==> src/rtl/volume_ramp_if.sv <==
// Valid/ready frame bus around the volume stage: upstream side (valid_i/ready_o/data_i)
// and downstream side (valid_o/ready_i/data_o), named from the stage's point of view.
interface volume_ramp_if #(
  parameter int width_p    = 24,
  parameter int channels_p = 2
);
  logic                           valid_i;
  logic                           ready_o;
  logic [channels_p*width_p-1:0]  data_i;
  logic                           valid_o;
  logic                           ready_i;
  logic [channels_p*width_p-1:0]  data_o;

  modport slave (
    input  valid_i, data_i, ready_i,
    output ready_o, valid_o, data_o
  );

  modport master (
    output valid_i, data_i, ready_i,
    input  ready_o, valid_o, data_o
  );
endinterface

==> src/rtl/volume_ramp.sv <==
// Multi-channel volume stage: per-channel arithmetic right shift, button-driven target,
// applied shift ramps one step per accepted frame, mute forces silence and max attenuation.
module volume_ramp #(
  parameter int width_p         = 24,
  parameter int channels_p      = 2,
  parameter int min_shift_p     = 0,
  parameter int max_shift_p     = 7,
  parameter int default_shift_p = 3
) (
  input  logic                               clk_i,
  input  logic                               reset_i,
  volume_ramp_if.slave                       bus,
  input  logic                               up_i,
  input  logic                               down_i,
  input  logic                               mute_i,
  output logic [$clog2(max_shift_p+1)-1:0]   shift_o,
  output logic                               mute_o
);

  localparam int sw_lp = $clog2(max_shift_p + 1);
  typedef logic [sw_lp-1:0] shift_t;

  localparam shift_t min_lp = shift_t'(min_shift_p);
  localparam shift_t max_lp = shift_t'(max_shift_p);
  localparam shift_t def_lp = shift_t'(default_shift_p);
  localparam shift_t one_lp = shift_t'(1);

  logic                           valid_q, valid_d;
  logic [channels_p*width_p-1:0]  data_q, data_d;
  shift_t                         target_q, target_d;
  shift_t                         applied_q, applied_d;
  logic                           mute_q, mute_d;
  logic                           up_q, down_q, mute_btn_q;

  logic ready, accept;
  logic up_ev, down_ev, mute_ev;

  function automatic logic [width_p-1:0] attenuate(logic [width_p-1:0] s, shift_t sh);
    return $unsigned($signed(s) >>> sh);
  endfunction

  always_comb begin
    ready   = ~valid_q | bus.ready_i;
    accept  = bus.valid_i & ready;
    up_ev   = up_i & ~up_q;
    down_ev = down_i & ~down_q;
    mute_ev = mute_i & ~mute_btn_q;

    valid_d = valid_q;
    data_d  = data_q;
    if (accept) begin
      valid_d = 1'b1;
      for (int unsigned k = 0; k < channels_p; k++) begin
        data_d[k*width_p +: width_p] = mute_q ? '0 : attenuate(bus.data_i[k*width_p +: width_p], applied_q);
      end
    end else if (bus.ready_i) begin
      valid_d = 1'b0;
    end

    target_d = target_q;
    if (up_ev && !down_ev && target_q != min_lp) begin
      target_d = target_q - one_lp;
    end else if (down_ev && !up_ev && target_q != max_lp) begin
      target_d = target_q + one_lp;
    end

    // Ramp uses the pre-edge target; mute pins the applied shift regardless of traffic.
    applied_d = applied_q;
    if (mute_q) begin
      applied_d = max_lp;
    end else if (accept) begin
      if (applied_q < target_q) begin
        applied_d = applied_q + one_lp;
      end else if (applied_q > target_q) begin
        applied_d = applied_q - one_lp;
      end
    end

    mute_d = mute_q ^ mute_ev;
  end

  always_ff @(posedge clk_i or negedge reset_i) begin
    if (!reset_i) begin
      valid_q    <= 1'b0;
      data_q     <= '0;
      target_q   <= def_lp;
      applied_q  <= def_lp;
      mute_q     <= 1'b0;
      up_q       <= 1'b0;
      down_q     <= 1'b0;
      mute_btn_q <= 1'b0;
    end else begin
      valid_q    <= valid_d;
      data_q     <= data_d;
      target_q   <= target_d;
      applied_q  <= applied_d;
      mute_q     <= mute_d;
      up_q       <= up_i;
      down_q     <= down_i;
      mute_btn_q <= mute_i;
    end
  end

  assign bus.ready_o = ready;
  assign bus.valid_o = valid_q;
  assign bus.data_o  = data_q;
  assign shift_o     = applied_q;
  assign mute_o      = mute_q;

endmodule

==> src/flat_wrapper.sv <==
// flat-port wrapper written by rule: the top's interface ports become plain ports
module volume_ramp_flat 
#(
  parameter int width_p         = 24,
  parameter int channels_p      = 2,
  parameter int min_shift_p     = 0,
  parameter int max_shift_p     = 7,
  parameter int default_shift_p = 3
)
  (clk_i, reset_i, up_i, down_i, mute_i, shift_o, mute_o, bus_valid_i, bus_data_i, bus_ready_i, bus_ready_o, bus_valid_o, bus_data_o);
  volume_ramp_if #(.width_p(width_p), .channels_p(channels_p)) bus_i ();
  input  logic clk_i;
  input  logic reset_i;
  input  logic up_i;
  input  logic down_i;
  input  logic mute_i;
  output logic [$clog2(max_shift_p+1)-1:0] shift_o;
  output logic mute_o;
  input wire logic [$bits(bus_i.valid_i)-1:0] bus_valid_i;
  input wire logic [$bits(bus_i.data_i)-1:0] bus_data_i;
  input wire logic [$bits(bus_i.ready_i)-1:0] bus_ready_i;
  output wire logic [$bits(bus_i.ready_o)-1:0] bus_ready_o;
  output wire logic [$bits(bus_i.valid_o)-1:0] bus_valid_o;
  output wire logic [$bits(bus_i.data_o)-1:0] bus_data_o;
  assign bus_i.valid_i = bus_valid_i;
  assign bus_i.data_i = bus_data_i;
  assign bus_i.ready_i = bus_ready_i;
  assign bus_ready_o = bus_i.ready_o;
  assign bus_valid_o = bus_i.valid_o;
  assign bus_data_o = bus_i.data_o;
  volume_ramp #(.width_p(width_p), .channels_p(channels_p), .min_shift_p(min_shift_p), .max_shift_p(max_shift_p), .default_shift_p(default_shift_p)) u_core (.clk_i(clk_i), .reset_i(reset_i), .bus(bus_i), .up_i(up_i), .down_i(down_i), .mute_i(mute_i), .shift_o(shift_o), .mute_o(mute_o));
endmodule
==> config.mk <==
export PLATFORM = sky130hd
export DESIGN_NAME = volume_ramp_flat
export DESIGN_NICKNAME = d
export VERILOG_FILES = /design/src/rtl/volume_ramp_if.sv /design/src/rtl/volume_ramp.sv /design/src/flat_wrapper.sv
export SDC_FILE = /design/constraint.sdc
export NUM_CORES = 1
export LEC_CHECK = 0
export ABC_AREA = 1
export CORE_MARGIN = 1.5
export CORE_UTILIZATION = 45
export CTS_BUF_LIST = sky130_fd_sc_hd__clkbuf_4
export DETAILED_ROUTE_END_ITERATION = 12
export GPL_TIMING_DRIVEN = 0
export PLACE_DENSITY_LB_ADDON = 0.05
export REMOVE_ABC_BUFFERS = 1
export SLEW_MARGIN = 0
export SYNTH_ARGS = -nofsm -noshare
export SYNTH_HDL_FRONTEND = slang
export SYNTH_SLANG_ARGS = --single-unit
==> constraint.sdc <==
create_clock -name clk_i -period 1.99 [get_ports clk_i]
set_input_delay 0.2985 -clock clk_i [delete_from_list [all_inputs] [get_ports clk_i]]
set_output_delay 0.2985 -clock clk_i [all_outputs]
set_load 0.1 [all_outputs]
Word level (Yosys, flattened, before mapping)
Index checks and enable logic that the tools add are counted.
{"block": "totals", "regBits": 59}
{"block": "classes", "addsub": 4, "shifts": 2, "bitwise_logic": 10, "reduce_logical": 12, "muxes": 10, "eq_ne": 1, "magnitude_cmp": 2}
{"op": "$mux W24", "n": 2}
{"op": "$sshr A24 B3 Y24", "n": 2}
{"op": "$mux W3", "n": 6}
{"op": "$add A3 B1 Y3 const B", "n": 2}
{"op": "$reduce_bool A2 Y1", "n": 3}
{"op": "$reduce_bool A3 Y1", "n": 2}
{"op": "$sub A3 B1 Y3 const B", "n": 2}
{"op": "$and A1 B1 Y1", "n": 4}
{"op": "$logic_and A1 B1 Y1", "n": 4}
{"op": "$not A1 Y1", "n": 4}
{"op": "$gt A3 B3 Y1", "n": 1}
{"op": "$lt A3 B3 Y1", "n": 1}
{"op": "$ne A3 B3 Y1 const B", "n": 1}
{"op": "$logic_not A1 Y1", "n": 2}
{"op": "$mux W1", "n": 2}
{"op": "$reduce_and A2 Y1", "n": 1}
{"op": "$or A1 B1 Y1", "n": 1}
{"op": "$xor A1 B1 Y1", "n": 1}

Depth between registers and ports, before layout
{"block": "logic_depth", "depth_word": 7, "mapped_depth": 13, "mapped_depth_nobuf": 11}

Worst setup path before layout
Ideal clock, no wire load.
{"block": "synth_timing", "path_kind": "register to register", "start": "register u_core.applied_q[2] (netlist: u_core.shift_o[2])", "end": "register u_core.applied_q[2] (netlist: u_core.shift_o[2])", "setup_time_ps": 119, "t_arrival_ps": 2420, "required_ps": 1871, "stages_incl_launch_ff": 11, "path_buffers": 0, "slack_ps": -549, "synth_period_minus_slack_ps": 2539, "path_cell_list": "dfrtp_1 > ha_1 > a21oi_1 > nand2_1 > fa_1 > xor2_1 > inv_1 > nand2_1 > nand2_1 > nor2_1 > nor2_1"}
{"block": "synth_between", "elab_chain_cells": 5}
{"element": "start: declaration", "line": "volume_ramp.sv:31", "rtl": "shift_t applied_q, applied_d;"}
{"element": "start signal: assignment", "line": "volume_ramp.sv:87", "rtl": "applied_q <= def_lp;"}
{"element": "start signal: assignment", "line": "volume_ramp.sv:96", "rtl": "applied_q <= applied_d;"}
{"element": "$sub A3 B1 Y3", "line": "volume_ramp.sv:75", "rtl": "applied_d = applied_q - one_lp;"}
{"element": "$mux W3", "line": "volume_ramp.sv:74", "rtl": "end else if (applied_q > target_q) begin"}
{"element": "$mux W3", "line": "volume_ramp.sv:72", "rtl": "if (applied_q < target_q) begin"}
{"element": "$mux W3", "line": "volume_ramp.sv:71", "rtl": "end else if (accept) begin"}
{"element": "$mux W3", "line": "volume_ramp.sv:69", "rtl": "if (mute_q) begin"}
Parallel ways exist; a longest one is shown, timed or not. The select of a mux whose other input is x is not followed.
A chain may end at the register's enable or synchronous reset.

Worst setup path in the final report
{"block": "layout_timing", "start": "register u_core.applied_q[0] (netlist: u_core.shift_o[0])", "end": "register u_core.applied_q[2] (netlist: u_core.shift_o[2])"}
Same word-level chain as after synthesis.

==> results.py <==
metrics = {
    "status": {
        "status": "complete, but fails checks",
        "violations": "negative setup slack",
    },
    "yosys": {
        "netlist_instances": 629,
        "synth.area.top_cells": "dfrtp_1 35%, nand2_1 34%, nand3_1 15%",
        "yosysTopAreaCell": "dfrtp_1",
        "avgSynthCellArea_um2": 6.29,
        "seq_area_frac_synth_pct": 37.4,
        "synth_cell_types": 24,
        "yosys_warnings": 0,
        "synth_area_um2": 3960,
        "synth_top_area_share_pct": 34.8,
        "ys_ff_latch": 59,
    },
    "min_path": {
        "hold_class": "in -> reg",
        "hold_start": "mute_i",
    },
    "global_route": {
        "use_met1_pct": 33.6,
        "grt.total_usage_pct": 26.7,
        "antenna_found_initial": 0,
        "grt.met3_usage_pct": 4.48,
        "overflow": 0,
        "gr-max-usage-layer": "met2",
        "met2_usage_pct": 44.6,
        "grt_max_degree": 52,
        "grt_pass1_vias": 4305,
        "grt_pass1_wl_um": 20300,
    },
    "clock_tree": {
        "insertion_delay_ns": 0.42,
        "cts_tree": "done",
        "cts_root_buffer": "clkbuf_4",
        "cts_max_level": 3,
        "clock-sinks": 59,
        "cts_buffer_depth": 2,
        "cts_buffers": 9,
        "path_clk_slew_ns": 0.12,
    },
    "worst_setup_path": {
        "cp.required_ns": 2.32,
        "r2r_slack_ns": -0.03,
        "worstReg2RegEnd": "u_core.shift_o[2]",
        "worstSetupPathType": "reg -> reg",
        "cpPeakStageDelay_ns": 0.66,
        "reg2reg_from": "u_core.shift_o[0]",
        "crit_start": "u_core.shift_o[0]",
        "end_kind": "register",
        "endpoint": "u_core.shift_o[2]",
        "crit_slowest_cell": "dfstp_4",
        "r2r_cells": 12,
        "crit_arrival_ns": 2.34,
        "critPathMaxFanout": 3,
        "crit_chain": "buf_12 -> inv_16 -> ha_4 -> nand3b_1 -> nand2_2 -> fa_2 -> xor2_2 -> inv_1 -> nand2_1 -> nand2_1 -> nor2_1 -> nor2_1",
        "critPathLaunchType": "register",
    },
    "sta": {
        "timing.hold.ws_ns": 0.347,
        "relSlewSlack_pct": 34.1,
        "rsz0062_at_grt": "true",
        "max_freq_mhz": 496,
        "finalMaxSlewViolations": 0,
        "setup-violations-final": 1,
        "period_needed_ns": 2.02,
        "finClkSkew_ns": 0.0156,
        "post-route-period-util_pct": 101,
        "finalHoldViolCount": 0,
        "worstMarginPinSlew_ns": 0.992,
        "setup_slack_ns": -0.0264,
    },
    "layout": {
        "utilization_pct": 63.6,
        "fill_cells": 835,
        "drive_above_1_share_pct": 8.88,
        "mostFrequentLayoutCells": "353 x nand2_1, 118 x nand3_1, 54 x dfrtp_1, 53 x clkdlybuf4s50_1, 37 x dlygate4sd2_1",
        "final_common_cell": "nand2_1",
        "finalNonFillerCells": 851,
        "nets": 798,
        "multi_input_area_um2": 2270,
        "area_growth_pct": 38.7,
        "regArea_um2": 1490,
        "insertedDiodeCount": 0,
    },
    "placement": {
        "place_congestion": 0.843,
        "hpwlAfterDp_um": 7110,
        "dp.cells": 810,
        "port_buffers": 108,
    },
    "floorplan": {
        "die_width_um": 96.8,
        "initial_core_util_pct": 45.8,
        "io_pins": 109,
        "dieHeight_um": 96.8,
        "num_rows": 34,
        "die-area_um2": 9370,
        "core-area_um2": 8640,
    },
    "detailed_routing": {
        "via_count": 4579,
        "routed_wl_um": 12400,
        "via_per_inst": 5.38,
        "wl_per_cell_um": 14.5,
        "ant_nets": 0,
        "drt_iter0_markers": 338,
        "drc_errors": 0,
        "drt_pass1_iterations": 5,
    },
    "run": {
        "cap_violations": 0,
    },
}
[logic make-up (layout without fill, tap and decap cells)]
| kind of cell | count (synthesis) | count (layout) | share of synthesized area [%] |
|---|---|---|---|
| compound gates | 18 | 18 | 2.47 |
| buf+inv | 55 | 169 | 6.98 |
| simple gates | 489 | 489 | 50.5 |
| flops | 59 | 59 | 37.4 |
| fa+ha+maj | 5 | 5 | 1.96 |
| xor+xnor | 3 | 3 | 0.664 |
[cells in the mapped netlist]
master and n:
nand2_1 354, nand3_1 118, dfrtp_1 55, buf_2 17
inv_1 15, nor2_1 11, o21ai_0 11, clkbuf_1 10
buf_4 7, dfstp_2 4, buf_6 3, ha_1 3
o21ai_1 3, xor2_1 3, a21oi_1 2, a22o_1 2
fa_1 2, inv_2 2, nand2_2 2, and3_1 1
buf_1 1, nand3b_1 1, nand4_1 1, nor2_2 1
[layout make-up]
cell class | count | share of cell area [%]
Clock buffer | 9 | 1.23
Clock inverter | 7 | 2.12
Inverter | 17 | 1.50
Multi-Input combinational cell | 515 | 41.4
Sequential cell | 59 | 27.2
Tap cell | 108 | 2.46
Timing Repair Buffer | 134 | 23.8
Timing Repair inverter | 2 | 0.319
[how the worst min path moves through the flow]
stage          cells past startpoint  slack (ns)                    to
3_5_place_dp                       1        0.42  u_core.bus.data_o[1]
3_3_place_gp                       2        0.46  u_core.bus.data_o[7]
2_1_floorplan                      0       0.003  u_core.bus.data_o[0]
6_report                           1        0.35     u_core.mute_btn_q
4_1_cts                            1        0.34     u_core.mute_btn_q
5_1_grt                            1        0.35           u_core.up_q
[metal layers]
| metal | routed length, um | vias up |
|---|---|---|
| li1 | - | 2230 |
| met2 | 6100 | 185 |
| met4 | 296 | 0 |
| met5 | 0 | - |
| met3 | 853 | 28 |
| met1 | 5100 | 2136 |
[metrics by stage]
stage	TNS, ns	area [um2]	setup WS (ns)
6_report	-0.0264	5490	-0.0264
5_1_grt	-0.227	5490	-0.128
4_1_cts	0	5440	0.000532
3_5_place_dp	-36.56	5030	-1.16
3_3_place_gp	-156.38	4960	-1.68
2_1_floorplan	-65.01	3750	-1.38
[worst max-delay path, delay by kind of cell (launching register included)]
family | cells | cell delay, ns
adders and majority gates | 2 | 0.35
DFF | 1 | 0.66
buffers and inverters | 3 | 0.22
xor gates and xnor gates | 1 | 0.16
and+or+nand+nor | 6 | 0.54
[registers in the layout (all words and copies together), names as in the netlist]
register            count
u_core.down_q           1
u_core.shift_o          3
u_core.bus.data_o      48
u_core.target_q         3
u_core.bus.valid_o      1
u_core.mute_btn_q       1
u_core.up_q             1
u_core.mute_o           1
[repair_timing]
action / 4_1_cts / 5_1_grt
gates resized for setup: 87 / 18
cloned: 2 / 0
hold endpoints to repair: 32 / 0
endpoints found under the setup margin: 103 / 31
buffers inserted: 20 / 2
hold buffers: 1 / 0
pin swaps: 9 / 5
Power is not shown: default switching activity piles up to over one toggle a cycle in this logic, so the estimate is an artifact.
